**config.mk**
```make
export PLATFORM = sky130hd
export DESIGN_NAME = multicycle_alu_flat
export DESIGN_NICKNAME = d
export VERILOG_FILES = /design/src/rtl/multicycle_alu_if.sv /design/src/rtl/multicycle_alu.sv /design/src/flat_wrapper.sv
export SDC_FILE = /design/constraint.sdc
export NUM_CORES = 1
export LEC_CHECK = 0
export ABC_AREA = 1
export CELL_PAD_IN_SITES_DETAIL_PLACEMENT = 0
export CELL_PAD_IN_SITES_GLOBAL_PLACEMENT = 1
export CORE_MARGIN = 2
export CORE_UTILIZATION = 45
export CTS_CLUSTER_SIZE = 20
export DETAILED_ROUTE_END_ITERATION = 12
export GPL_TIMING_DRIVEN = 0
export PLACE_DENSITY = 0.95
export SETUP_SLACK_MARGIN = 0.4
export SYNTH_ARGS = -nofsm -noshare
export SYNTH_HDL_FRONTEND = slang
export SYNTH_SLANG_ARGS = --single-unit
```
**constraint.sdc**
```tcl
create_clock -name CLK -period 6.2 [get_ports CLK]
set_clock_uncertainty 0.05 [all_clocks]
set_input_delay 0.62 -clock CLK [delete_from_list [all_inputs] [get_ports CLK]]
set_output_delay 0.62 -clock CLK [all_outputs]
set_load 0.05 [all_outputs]
```
**src/rtl/multicycle_alu_if.sv**
```systemverilog
// Operand/result bus of multicycle_alu: request channel, result channel and a
// debug view of the controller state.
//
// Handshake: a request transfers on a rising edge where in_valid && in_ready;
// a result transfers on a rising edge where out_valid && out_ready. While a
// result is offered and not taken, porto and every flag hold their values.
interface multicycle_alu_if #(
    parameter int WIDTH = 32
);
    logic             in_valid;
    logic             in_ready;
    logic [3:0]       aluop;
    logic [WIDTH-1:0] porta;
    logic [WIDTH-1:0] portb;
    logic             out_valid;
    logic             out_ready;
    logic [WIDTH-1:0] porto;
    logic             n_flag;
    logic             z_flag;
    logic             v_flag;
    logic             dz_flag;
    logic [1:0]       dbg_state;

    modport master (
        output in_valid, aluop, porta, portb, out_ready,
        input  in_ready, out_valid, porto, n_flag, z_flag, v_flag, dz_flag, dbg_state
    );

    modport slave (
        input  in_valid, aluop, porta, portb, out_ready,
        output in_ready, out_valid, porto, n_flag, z_flag, v_flag, dz_flag, dbg_state
    );
endinterface

```
**src/rtl/multicycle_alu.sv**
```systemverilog
// Execute-stage ALU: single-cycle logic/shift/arithmetic ops plus an iterative
// unsigned multiply (shift-add) and divide (restoring), all outputs registered.
module multicycle_alu #(
    parameter int WIDTH   = 32,
    parameter int SHAMT_W = $clog2(WIDTH)
) (
    input  logic                 CLK,
    input  logic                 RST,
    multicycle_alu_if.slave      bus
);
    localparam int CNT_W = $clog2(WIDTH) + 1;

    localparam logic [3:0] OP_SLL   = 4'd0;
    localparam logic [3:0] OP_SRL   = 4'd1;
    localparam logic [3:0] OP_SRA   = 4'd2;
    localparam logic [3:0] OP_ADD   = 4'd3;
    localparam logic [3:0] OP_SUB   = 4'd4;
    localparam logic [3:0] OP_AND   = 4'd5;
    localparam logic [3:0] OP_OR    = 4'd6;
    localparam logic [3:0] OP_XOR   = 4'd7;
    localparam logic [3:0] OP_NOR   = 4'd8;
    localparam logic [3:0] OP_SLT   = 4'd9;
    localparam logic [3:0] OP_SLTU  = 4'd10;
    localparam logic [3:0] OP_MULU  = 4'd11;
    localparam logic [3:0] OP_MULHU = 4'd12;
    localparam logic [3:0] OP_DIVU  = 4'd13;
    localparam logic [3:0] OP_REMU  = 4'd14;

    typedef enum logic [1:0] {
        S_IDLE = 2'd0,
        S_CALC = 2'd1,
        S_DONE = 2'd2
    } state_t;

    state_t             r_state;
    logic               r_in_ready;
    logic               r_out_valid;
    logic [WIDTH-1:0]   r_porto;
    logic               r_n_flag;
    logic               r_z_flag;
    logic               r_v_flag;
    logic               r_dz_flag;
    logic [3:0]         r_op;
    logic [2*WIDTH-1:0] r_acc;
    logic [WIDTH-1:0]   r_opnd;
    logic [CNT_W-1:0]   r_cnt;

    logic               w_accept;
    logic               w_is_mc;
    logic [SHAMT_W-1:0] w_shamt;
    logic [WIDTH-1:0]   w_add;
    logic [WIDTH-1:0]   w_sub;
    logic [WIDTH-1:0]   w_sc_res;
    logic               w_sc_v;

    logic               w_is_div;
    logic [WIDTH:0]     w_mul_sum;
    logic [WIDTH:0]     w_div_sh;
    logic [WIDTH:0]     w_div_diff;
    logic               w_div_ge;
    logic [WIDTH-1:0]   w_div_rem;
    logic [2*WIDTH-1:0] w_acc_next;
    logic [WIDTH-1:0]   w_mc_res;
    logic               w_mc_v;
    logic               w_mc_dz;

    logic [WIDTH-1:0]   w_res;
    logic               w_v;
    logic               w_dz;

    assign w_accept = bus.in_valid && r_in_ready;
    assign w_is_mc  = (bus.aluop >= OP_MULU) && (bus.aluop <= OP_REMU);
    assign w_shamt  = bus.portb[SHAMT_W-1:0];
    assign w_add    = bus.porta + bus.portb;
    assign w_sub    = bus.porta - bus.portb;

    always_comb begin
        w_sc_res = '0;
        w_sc_v   = 1'b0;
        case (bus.aluop)
            OP_SLL:  w_sc_res = bus.porta << w_shamt;
            OP_SRL:  w_sc_res = bus.porta >> w_shamt;
            OP_SRA:  w_sc_res = $unsigned($signed(bus.porta) >>> w_shamt);
            OP_ADD: begin
                w_sc_res = w_add;
                w_sc_v   = (bus.porta[WIDTH-1] == bus.portb[WIDTH-1]) &&
                           (w_add[WIDTH-1] != bus.porta[WIDTH-1]);
            end
            OP_SUB: begin
                w_sc_res = w_sub;
                w_sc_v   = (bus.porta[WIDTH-1] != bus.portb[WIDTH-1]) &&
                           (w_sub[WIDTH-1] != bus.porta[WIDTH-1]);
            end
            OP_AND:  w_sc_res = bus.porta & bus.portb;
            OP_OR:   w_sc_res = bus.porta | bus.portb;
            OP_XOR:  w_sc_res = bus.porta ^ bus.portb;
            OP_NOR:  w_sc_res = ~(bus.porta | bus.portb);
            OP_SLT:  w_sc_res = {{(WIDTH-1){1'b0}}, ($signed(bus.porta) < $signed(bus.portb))};
            OP_SLTU: w_sc_res = {{(WIDTH-1){1'b0}}, (bus.porta < bus.portb)};
            default: w_sc_res = '0;
        endcase
    end

    // r_acc holds {high, low}: multiply shifts right adding r_opnd into the
    // high half; divide shifts left with remainder high and quotient low.
    assign w_is_div   = (r_op == OP_DIVU) || (r_op == OP_REMU);
    assign w_mul_sum  = {1'b0, r_acc[2*WIDTH-1:WIDTH]} + (r_acc[0] ? {1'b0, r_opnd} : '0);
    assign w_div_sh   = {r_acc[2*WIDTH-1:WIDTH], r_acc[WIDTH-1]};
    assign w_div_diff = w_div_sh - {1'b0, r_opnd};
    assign w_div_ge   = (w_div_sh >= {1'b0, r_opnd});
    assign w_div_rem  = w_div_ge ? w_div_diff[WIDTH-1:0] : w_div_sh[WIDTH-1:0];
    assign w_acc_next = w_is_div ? {w_div_rem, r_acc[WIDTH-2:0], w_div_ge}
                                 : {w_mul_sum, r_acc[WIDTH-1:1]};

    // Divide by zero needs no special case: every trial subtract succeeds, so
    // the quotient fills with ones and the remainder accumulates the dividend.
    always_comb begin
        w_mc_res = '0;
        w_mc_v   = 1'b0;
        w_mc_dz  = 1'b0;
        case (r_op)
            OP_MULU: begin
                w_mc_res = w_acc_next[WIDTH-1:0];
                w_mc_v   = |w_acc_next[2*WIDTH-1:WIDTH];
            end
            OP_MULHU: w_mc_res = w_acc_next[2*WIDTH-1:WIDTH];
            OP_DIVU: begin
                w_mc_res = w_acc_next[WIDTH-1:0];
                w_mc_dz  = (r_opnd == '0);
            end
            OP_REMU: begin
                w_mc_res = w_acc_next[2*WIDTH-1:WIDTH];
                w_mc_dz  = (r_opnd == '0);
            end
            default: w_mc_res = '0;
        endcase
    end

    assign w_res = (r_state == S_CALC) ? w_mc_res : w_sc_res;
    assign w_v   = (r_state == S_CALC) ? w_mc_v   : w_sc_v;
    assign w_dz  = (r_state == S_CALC) ? w_mc_dz  : 1'b0;

    always_ff @(posedge CLK) begin
        if (RST) begin
            r_state     <= S_IDLE;
            r_in_ready  <= 1'b1;
            r_out_valid <= 1'b0;
            r_porto     <= '0;
            r_n_flag    <= 1'b0;
            r_z_flag    <= 1'b1;
            r_v_flag    <= 1'b0;
            r_dz_flag   <= 1'b0;
            r_op        <= '0;
            r_acc       <= '0;
            r_opnd      <= '0;
            r_cnt       <= '0;
        end else begin
            case (r_state)
                S_IDLE: begin
                    if (w_accept) begin
                        r_op       <= bus.aluop;
                        r_acc      <= {{WIDTH{1'b0}}, bus.porta};
                        r_opnd     <= bus.portb;
                        r_cnt      <= CNT_W'(WIDTH);
                        r_in_ready <= 1'b0;
                        if (w_is_mc) begin
                            r_state <= S_CALC;
                        end else begin
                            r_state     <= S_DONE;
                            r_out_valid <= 1'b1;
                            r_porto     <= w_res;
                            r_n_flag    <= w_res[WIDTH-1];
                            r_z_flag    <= (w_res == '0);
                            r_v_flag    <= w_v;
                            r_dz_flag   <= w_dz;
                        end
                    end
                end
                S_CALC: begin
                    r_acc <= w_acc_next;
                    r_cnt <= r_cnt - 1'b1;
                    if (r_cnt == CNT_W'(1)) begin
                        r_state     <= S_DONE;
                        r_out_valid <= 1'b1;
                        r_porto     <= w_res;
                        r_n_flag    <= w_res[WIDTH-1];
                        r_z_flag    <= (w_res == '0);
                        r_v_flag    <= w_v;
                        r_dz_flag   <= w_dz;
                    end
                end
                S_DONE: begin
                    if (bus.out_ready) begin
                        r_state     <= S_IDLE;
                        r_out_valid <= 1'b0;
                        r_in_ready  <= 1'b1;
                    end
                end
                default: begin
                    r_state     <= S_IDLE;
                    r_out_valid <= 1'b0;
                    r_in_ready  <= 1'b1;
                end
            endcase
        end
    end

    assign bus.in_ready  = r_in_ready;
    assign bus.out_valid = r_out_valid;
    assign bus.porto     = r_porto;
    assign bus.n_flag    = r_n_flag;
    assign bus.z_flag    = r_z_flag;
    assign bus.v_flag    = r_v_flag;
    assign bus.dz_flag   = r_dz_flag;
    assign bus.dbg_state = r_state;
endmodule

```
**src/flat_wrapper.sv**
```systemverilog
// flat-port wrapper written by rule: the top's interface ports become plain ports
module multicycle_alu_flat 
#(
    parameter int WIDTH   = 32,
    parameter int SHAMT_W = $clog2(WIDTH)
)
  (CLK, RST, bus_in_valid, bus_aluop, bus_porta, bus_portb, bus_out_ready, bus_in_ready, bus_out_valid, bus_porto, bus_n_flag, bus_z_flag, bus_v_flag, bus_dz_flag, bus_dbg_state);
  multicycle_alu_if #(.WIDTH(WIDTH)) bus_i ();
  input  logic CLK;
  input  logic RST;
  input wire logic [$bits(bus_i.in_valid)-1:0] bus_in_valid;
  input wire logic [$bits(bus_i.aluop)-1:0] bus_aluop;
  input wire logic [$bits(bus_i.porta)-1:0] bus_porta;
  input wire logic [$bits(bus_i.portb)-1:0] bus_portb;
  input wire logic [$bits(bus_i.out_ready)-1:0] bus_out_ready;
  output wire logic [$bits(bus_i.in_ready)-1:0] bus_in_ready;
  output wire logic [$bits(bus_i.out_valid)-1:0] bus_out_valid;
  output wire logic [$bits(bus_i.porto)-1:0] bus_porto;
  output wire logic [$bits(bus_i.n_flag)-1:0] bus_n_flag;
  output wire logic [$bits(bus_i.z_flag)-1:0] bus_z_flag;
  output wire logic [$bits(bus_i.v_flag)-1:0] bus_v_flag;
  output wire logic [$bits(bus_i.dz_flag)-1:0] bus_dz_flag;
  output wire logic [$bits(bus_i.dbg_state)-1:0] bus_dbg_state;
  assign bus_i.in_valid = bus_in_valid;
  assign bus_i.aluop = bus_aluop;
  assign bus_i.porta = bus_porta;
  assign bus_i.portb = bus_portb;
  assign bus_i.out_ready = bus_out_ready;
  assign bus_in_ready = bus_i.in_ready;
  assign bus_out_valid = bus_i.out_valid;
  assign bus_porto = bus_i.porto;
  assign bus_n_flag = bus_i.n_flag;
  assign bus_z_flag = bus_i.z_flag;
  assign bus_v_flag = bus_i.v_flag;
  assign bus_dz_flag = bus_i.dz_flag;
  assign bus_dbg_state = bus_i.dbg_state;
  multicycle_alu #(.WIDTH(WIDTH), .SHAMT_W(SHAMT_W)) u_core (.CLK(CLK), .RST(RST), .bus(bus_i));
endmodule
```
Word level (Yosys, flattened, before mapping) --
Cells that the tools add are included. W data, S select, Z words.
Operators by class: $add $sub $neg 5, $lt $le $gt $ge 5, eq/ne operators 25, shifts and indexed selects 3, multiplexer cells 48, bitwise logic cells 5, reductions and logical operators 20
Operators by type and width (count):
- $pmux W32 S11 | 1
- $mux W32 | 6
- $mux W64 | 2
- $pmux W32 S2 | 2
- $pmux W64 S2 | 1
- $logic_not A32 Y1 | 2
- $lt A32 B32 Y1 | 2
- $sub A32 B32 Y32 | 2
- $add A32 B32 Y33 | 1
- $ge A33 B32 Y1 | 1
- $add A32 B32 Y32 | 1
- $and A32 B32 Y32 | 1
- $not A32 Y32 | 1
- $or A32 B32 Y32 | 1
- $reduce_or A32 Y1 | 1
- $shl A32 B5 Y32 | 1
- $shr A32 B5 Y32 | 1
- $sshr A32 B5 Y32 | 1
- $xor A32 B32 Y32 | 1
- $eq A4 B4 Y1 const B | 7
- $mux W1 | 22
- $eq A4 B3 Y1 const B | 4
- $pmux W6 S2 | 1
- $pmux W1 S2 | 5
- 26 further kinds | 43
Word-level totals: register bits after elaboration 146, input port bits 72

Longest topological paths before layout --
depth in word-level cells 9, gate-level depth with buffers 27

Worst setup path after synthesis --
No wires, ideal clock.
path kind in2reg, start point input port bus_portb[2], end point register u_core.r_z_flag (netlist: u_core.bus.z_flag), library setup time 0.060 ns, data arrival time 3.167 ns, required time 6.090 ns, path slack 2.923 ns, cell stages on the path 22, path buffers 3, path through buf_2 > inv_2 > buf_2 > buf_1 > ha_1 > inv_1 > nand2_1 > nand2_1 > nand2_1 > o21ai_0 > o21ai_0 > o21ai_0 > nand3_1 > nand2_1 > nand2_1 > nor2_2 > nand2_1 > nor2_1 > nand2_1 > nor2_1 > nand4_1 > nand2_1
Between the ends: longest elaborated chain between the ends 8, elaborated cells between the ends (all ways) 18
Ends and longest elaborated chain:
- start: declaration | line flat_wrapper.sv:14 | input wire logic [$bits(bus_i.portb)-1:0] bus_portb;
- parallel branches: the longest is 2 deep, another holds $sub A32 B32 Y32
- $pmux W32 S11 * | line multicycle_alu.sv:80 | case (bus.aluop)
- $mux W32 * | line multicycle_alu.sv:139 | assign w_res = (r_state == S_CALC) ? w_mc_res : w_sc_res;
- $logic_not A32 Y1 * | line multicycle_alu.sv:173, multicycle_alu.sv:187
- $mux W1 | line multicycle_alu.sv:166 | if (w_is_mc) begin
- $mux W1 | line multicycle_alu.sv:160 | if (w_accept) begin
- $pmux W1 S2 * | line multicycle_alu.sv:158 | case (r_state)
- end signal: assignment | line multicycle_alu.sv:173 | r_z_flag <= (w_res == '0);
- end signal: assignment | line multicycle_alu.sv:187 | r_z_flag <= (w_res == '0);
- end: declaration | line multicycle_alu.sv:40 | logic r_z_flag;
Every way passes the cells marked *. The select of a mux whose other input is x is not followed. A chain may end at the register's enable or synchronous reset.

Worst setup path in the final report --
Ends and elaborated chain as after synthesis.

==> key figures <==
Worst setup path
  • WP data required: 6.56 ns
  • Crit path DAT: between 6 and 7 ns
  • Largest fanout on the critical path: 11
  • Endpoint type of the worst setup path: flip-flop
  • Setup Crit Path Kind: input pin to flip-flop
  • Critical Path Source Type: input pin

Clocking
  • Clock Sinks: between 100 and 150
  • Hold-fix buffers, CTS: 0
  • Resized Gates After CTS: 0
  • Post CTS Setup Buffer Count: 0
  • Clk slew on worst S/H paths: around 0.08 ns
  • Skew-Pair Late Insertion Delay: 0.47 ns
  • Clock Path Buffers: 2
  • CTS tree: yes
  • Clk root buf: clkbuf_16
  • CTS H-Tree Depth: 4
  • TritonCTS Buffers: 17

Synthesis
  • Synth Area per Inst: 5.301 µm²
  • Net Count, Synth: 4,600
  • Synth Register Bits: around 150
  • Mapped cell area: around 0.023 mm²
  • Post-synth EDFFs: 0
  • Sequential fraction of the synthesis area: 12.61%
  • Post-synth top area share: 22.67%
  • Synth area leader: nand2_1
  • Unique masters post-synth: 56
  • Dominant cells by area after synthesis: nand2_1 (23%), nand3_1 (13%), dfxtp_1 (13%), inv_1 (10%), ha_1 (9.8%)
  • Ys async rst share: 0%
  • Syn Inst Count: approximately 4,300
  • Most common library cells after synthesis: nand2_1 (1,391), nand3_1 (618), inv_1 (617), nor2_1 (367), a21oi_1 (227)
  • Ys flop type: dfxtp_1
  • Synth warn: 0
  • Most numerous cell in the Yosys netlist: nand2_1

Cells and area
  • Non-filler instance count after layout: 5,165
  • # nets final: 4,729
  • Area delta synth->final: 11.20%
  • # fillers: a little under 6,000
  • Fin util: 50.83%
  • Layout cells sized above 1: 3.901%

Route
  • Detail Route Antenna Nets: 0
  • DRT iter0 DRCs: between 4,000 and 5,000
  • Routed WL per cell: 24.91 µm
  • Max Used Layer: met5
  • Remaining DRCs: 0
  • Routed length on met2: about 49,000 µm
  • Routed wl met3: 20,440 µm
  • Post-Route WL: approximately 130,000 µm
  • Vias per Instance: 6.103
  • Metal-1 WL: about 51,000 µm
  • 1st-pass router iterations: 10
  • Vias after detailed routing: approximately 32,000

Power
  • Clk pwr share: between 10% and 20%
  • Power Density: 272.1 mW/mm²
  • Logic pwr share: 64.4%
  • P_leak: 13.16 nW
  • Switching power: 4.024 mW
  • Power Total: 6.967 mW
  • VDD IR max: 0.3168 mV
  • Internal Pwr Total: 2.944 mW
  • Sequential fraction of design power: 20.1%
  • Switch share: between 50% and 60%

Timing
  • Fmax: 172.5 MHz
  • Slew margin rel.: 18.91%
  • Tightest Pin Transition: 1.205 ns
  • Final Critical Period: 5.797 ns
  • Final setup viols: 0
  • Slew Limit Fails: 0
  • RSZ-0062 raised after global routing: false
  • Final Hold Fails: 0
  • Setup TNS: 0 ns
  • Final period utilization: 93.50%

Floorplan
  • Row count: about 80
  • Die Ht: 230.2 µm
  • CORE AREA: 0.05038 mm²
  • Initial core utilization: 45.71%
  • Total I/O pin count: between 100 and 150
  • Die area: 0.05300 mm²
  • Die width: about 230 µm

Place
  • Placed cells: between 5,000 and 6,000
  • Dpl hpwl: 106,900 µm
  • Final RePlAce weighted congestion: 1.175
  • PortBufs: 110

Run
  • Max cap viols: 0

GRT
  • Initial antenna violation count: 11
  • First-pass GRT wire length: between 150,000 and 200,000 µm
  • Largest net degree at the start of global routing: 19
  • Grt total ovfl: 0
  • Vias in the first global route: 28,386
  • Overall Global Routing Usage: 47.15%

Hold path
  • Worst hold path class: flip-flop to flip-flop

Run status
  • Status: finished clean
==> layout by cell type (no fill, tap or decap), types with 8 or more instances in the layout <==
master	instances
ha_1	180
buf_4	9
nand4_1	107
clkbuf_16	17
nor2_1	367
o21bai_1	35
inv_1	617
o21ai_0	181
clkdlybuf4s50_1	110
a21oi_1	227
dfxtp_1	145
nand3b_1	16
o21ai_1	12
inv_2	11
a31oi_1	31
o22ai_1	20
nor3_1	50
buf_2	64
and2_1	13
o211ai_1	34
nor4_1	9
nand3_1	618
nand3_2	8
nor2_2	16
clkbuf_1	82
nand2_1	1391
buf_1	19
==> power by group through the flow <==
stage | clock network [mW] | registers [mW] | logic, mW
finish | 1.08 | 1.40 | 4.49
global route | 1.11 | 1.41 | 4.83
CTS | 1.08 | 1.39 | 4.29
detailed placement | 0 | 1.41 | 4.27
global placement | 0 | 1.41 | 4.26
floorplan | 0 | 1.59 | 2.59
==> per-stage QoR <==
stage                     hold WS (ns)  worst slack (ns)  cell area (µm²)
final                           0.4161            0.4033            25610
after global routing            0.4463            0.3858            25590
after CTS                       0.4182            0.6382            25580
after detailed placement        0.4071            0.1879            24970
after global placement          0.4072            0.1354            24970
after floorplan                 0.3872             2.923            23030
==> layer usage <==
| layer | up-vias | track usage (%) |
|---|---|---|
| met3 | 502 | 19.89 |
| li1 | 14361 | - |
| met1 | 14427 | 60.89 |
| met2 | 2222 | 65.14 |
| met4 | 8 | 26.59 |
| met5 | - | 0 |
==> state kept, by name, summed over array words and instances, names as in the netlist <==
| register | count |
|---|---|
| u_core.bus.dbg_state | 2 |
| u_core.bus.dz_flag | 1 |
| u_core.bus.in_ready | 1 |
| u_core.bus.n_flag | 1 |
| u_core.bus.out_valid | 1 |
| u_core.bus.porto | 31 |
| u_core.bus.v_flag | 1 |
| u_core.bus.z_flag | 1 |
| u_core.r_acc | 64 |
| u_core.r_cnt | 6 |
| u_core.r_op | 4 |
| u_core.r_opnd | 32 |
==> layout make-up <==
| cell class | count | area, µm² | area share, % |
|---|---|---|---|
| Antenna cell | 7 | 17.52 | 0.06841 |
| Sequential cell | 145 | 2903 | 11.34 |
| Buffer | 182 | 850.8 | 3.323 |
| Clock inverter | 15 | 187.7 | 0.7329 |
| Timing Repair Buffer | 110 | 1101 | 4.300 |
| Inverter | 630 | 2365 | 9.235 |
| Tap cell | 672 | 840.8 | 3.283 |
| Clock buffer | 17 | 425.4 | 1.661 |
| Multi-Input combinational cell | 3387 | 16920 | 66.06 |
==> worst max-delay path: stages <==
cell	delay, ns
clkdlybuf4s50_1	0.52
buf_2	0.32
inv_2	0.13
buf_2	0.25
clkdlybuf4s15_1	0.70
ha_1	0.65
inv_1	0.22
nand2_1	0.09
nand2_1	0.08
nand2_1	0.13
o21ai_1	0.55
o21ai_0	0.17
o21ai_0	0.42
nand3_1	0.35
nand2_1	0.16
nand2_1	0.09
nor2_2	0.13
nand2_1	0.06
nor2_1	0.10
nand2_1	0.06
nor2_1	0.14
nand4_1	0.11
nand2_1	0.07
==> final timing paths <==
path                            end             from  slack, ns  depth (start not counted)
hold / removal      u_core.r_cnt[5]  u_core.r_cnt[5]       0.42                          1
setup / recovery  u_core.bus.z_flag     bus_portb[2]       0.40                         23
setup reg to reg  u_core.bus.z_flag  u_core.r_acc[0]       1.70                         24
hold reg to reg     u_core.r_cnt[5]  u_core.r_cnt[5]       0.42                          1
==> kinds of logic (layout without fill, tap and decap cells) <==
family                     after synthesis  in the layout  synth area share (%)
adders and majority gates              184            184                 10.13
buffers and inverters                  812            954                 13.94
xor gates and xnor gates                 8              8                0.3043
and+or+nand+nor                       2618           2618                 48.88
other                                    0              7                     0
AOI/OAI and AO/OA                      573            573                 13.97
DFF                                    145            145                 12.61
muxes                                    4              4                0.1739
No activity file was read; power rests on OpenSTA's default activity.
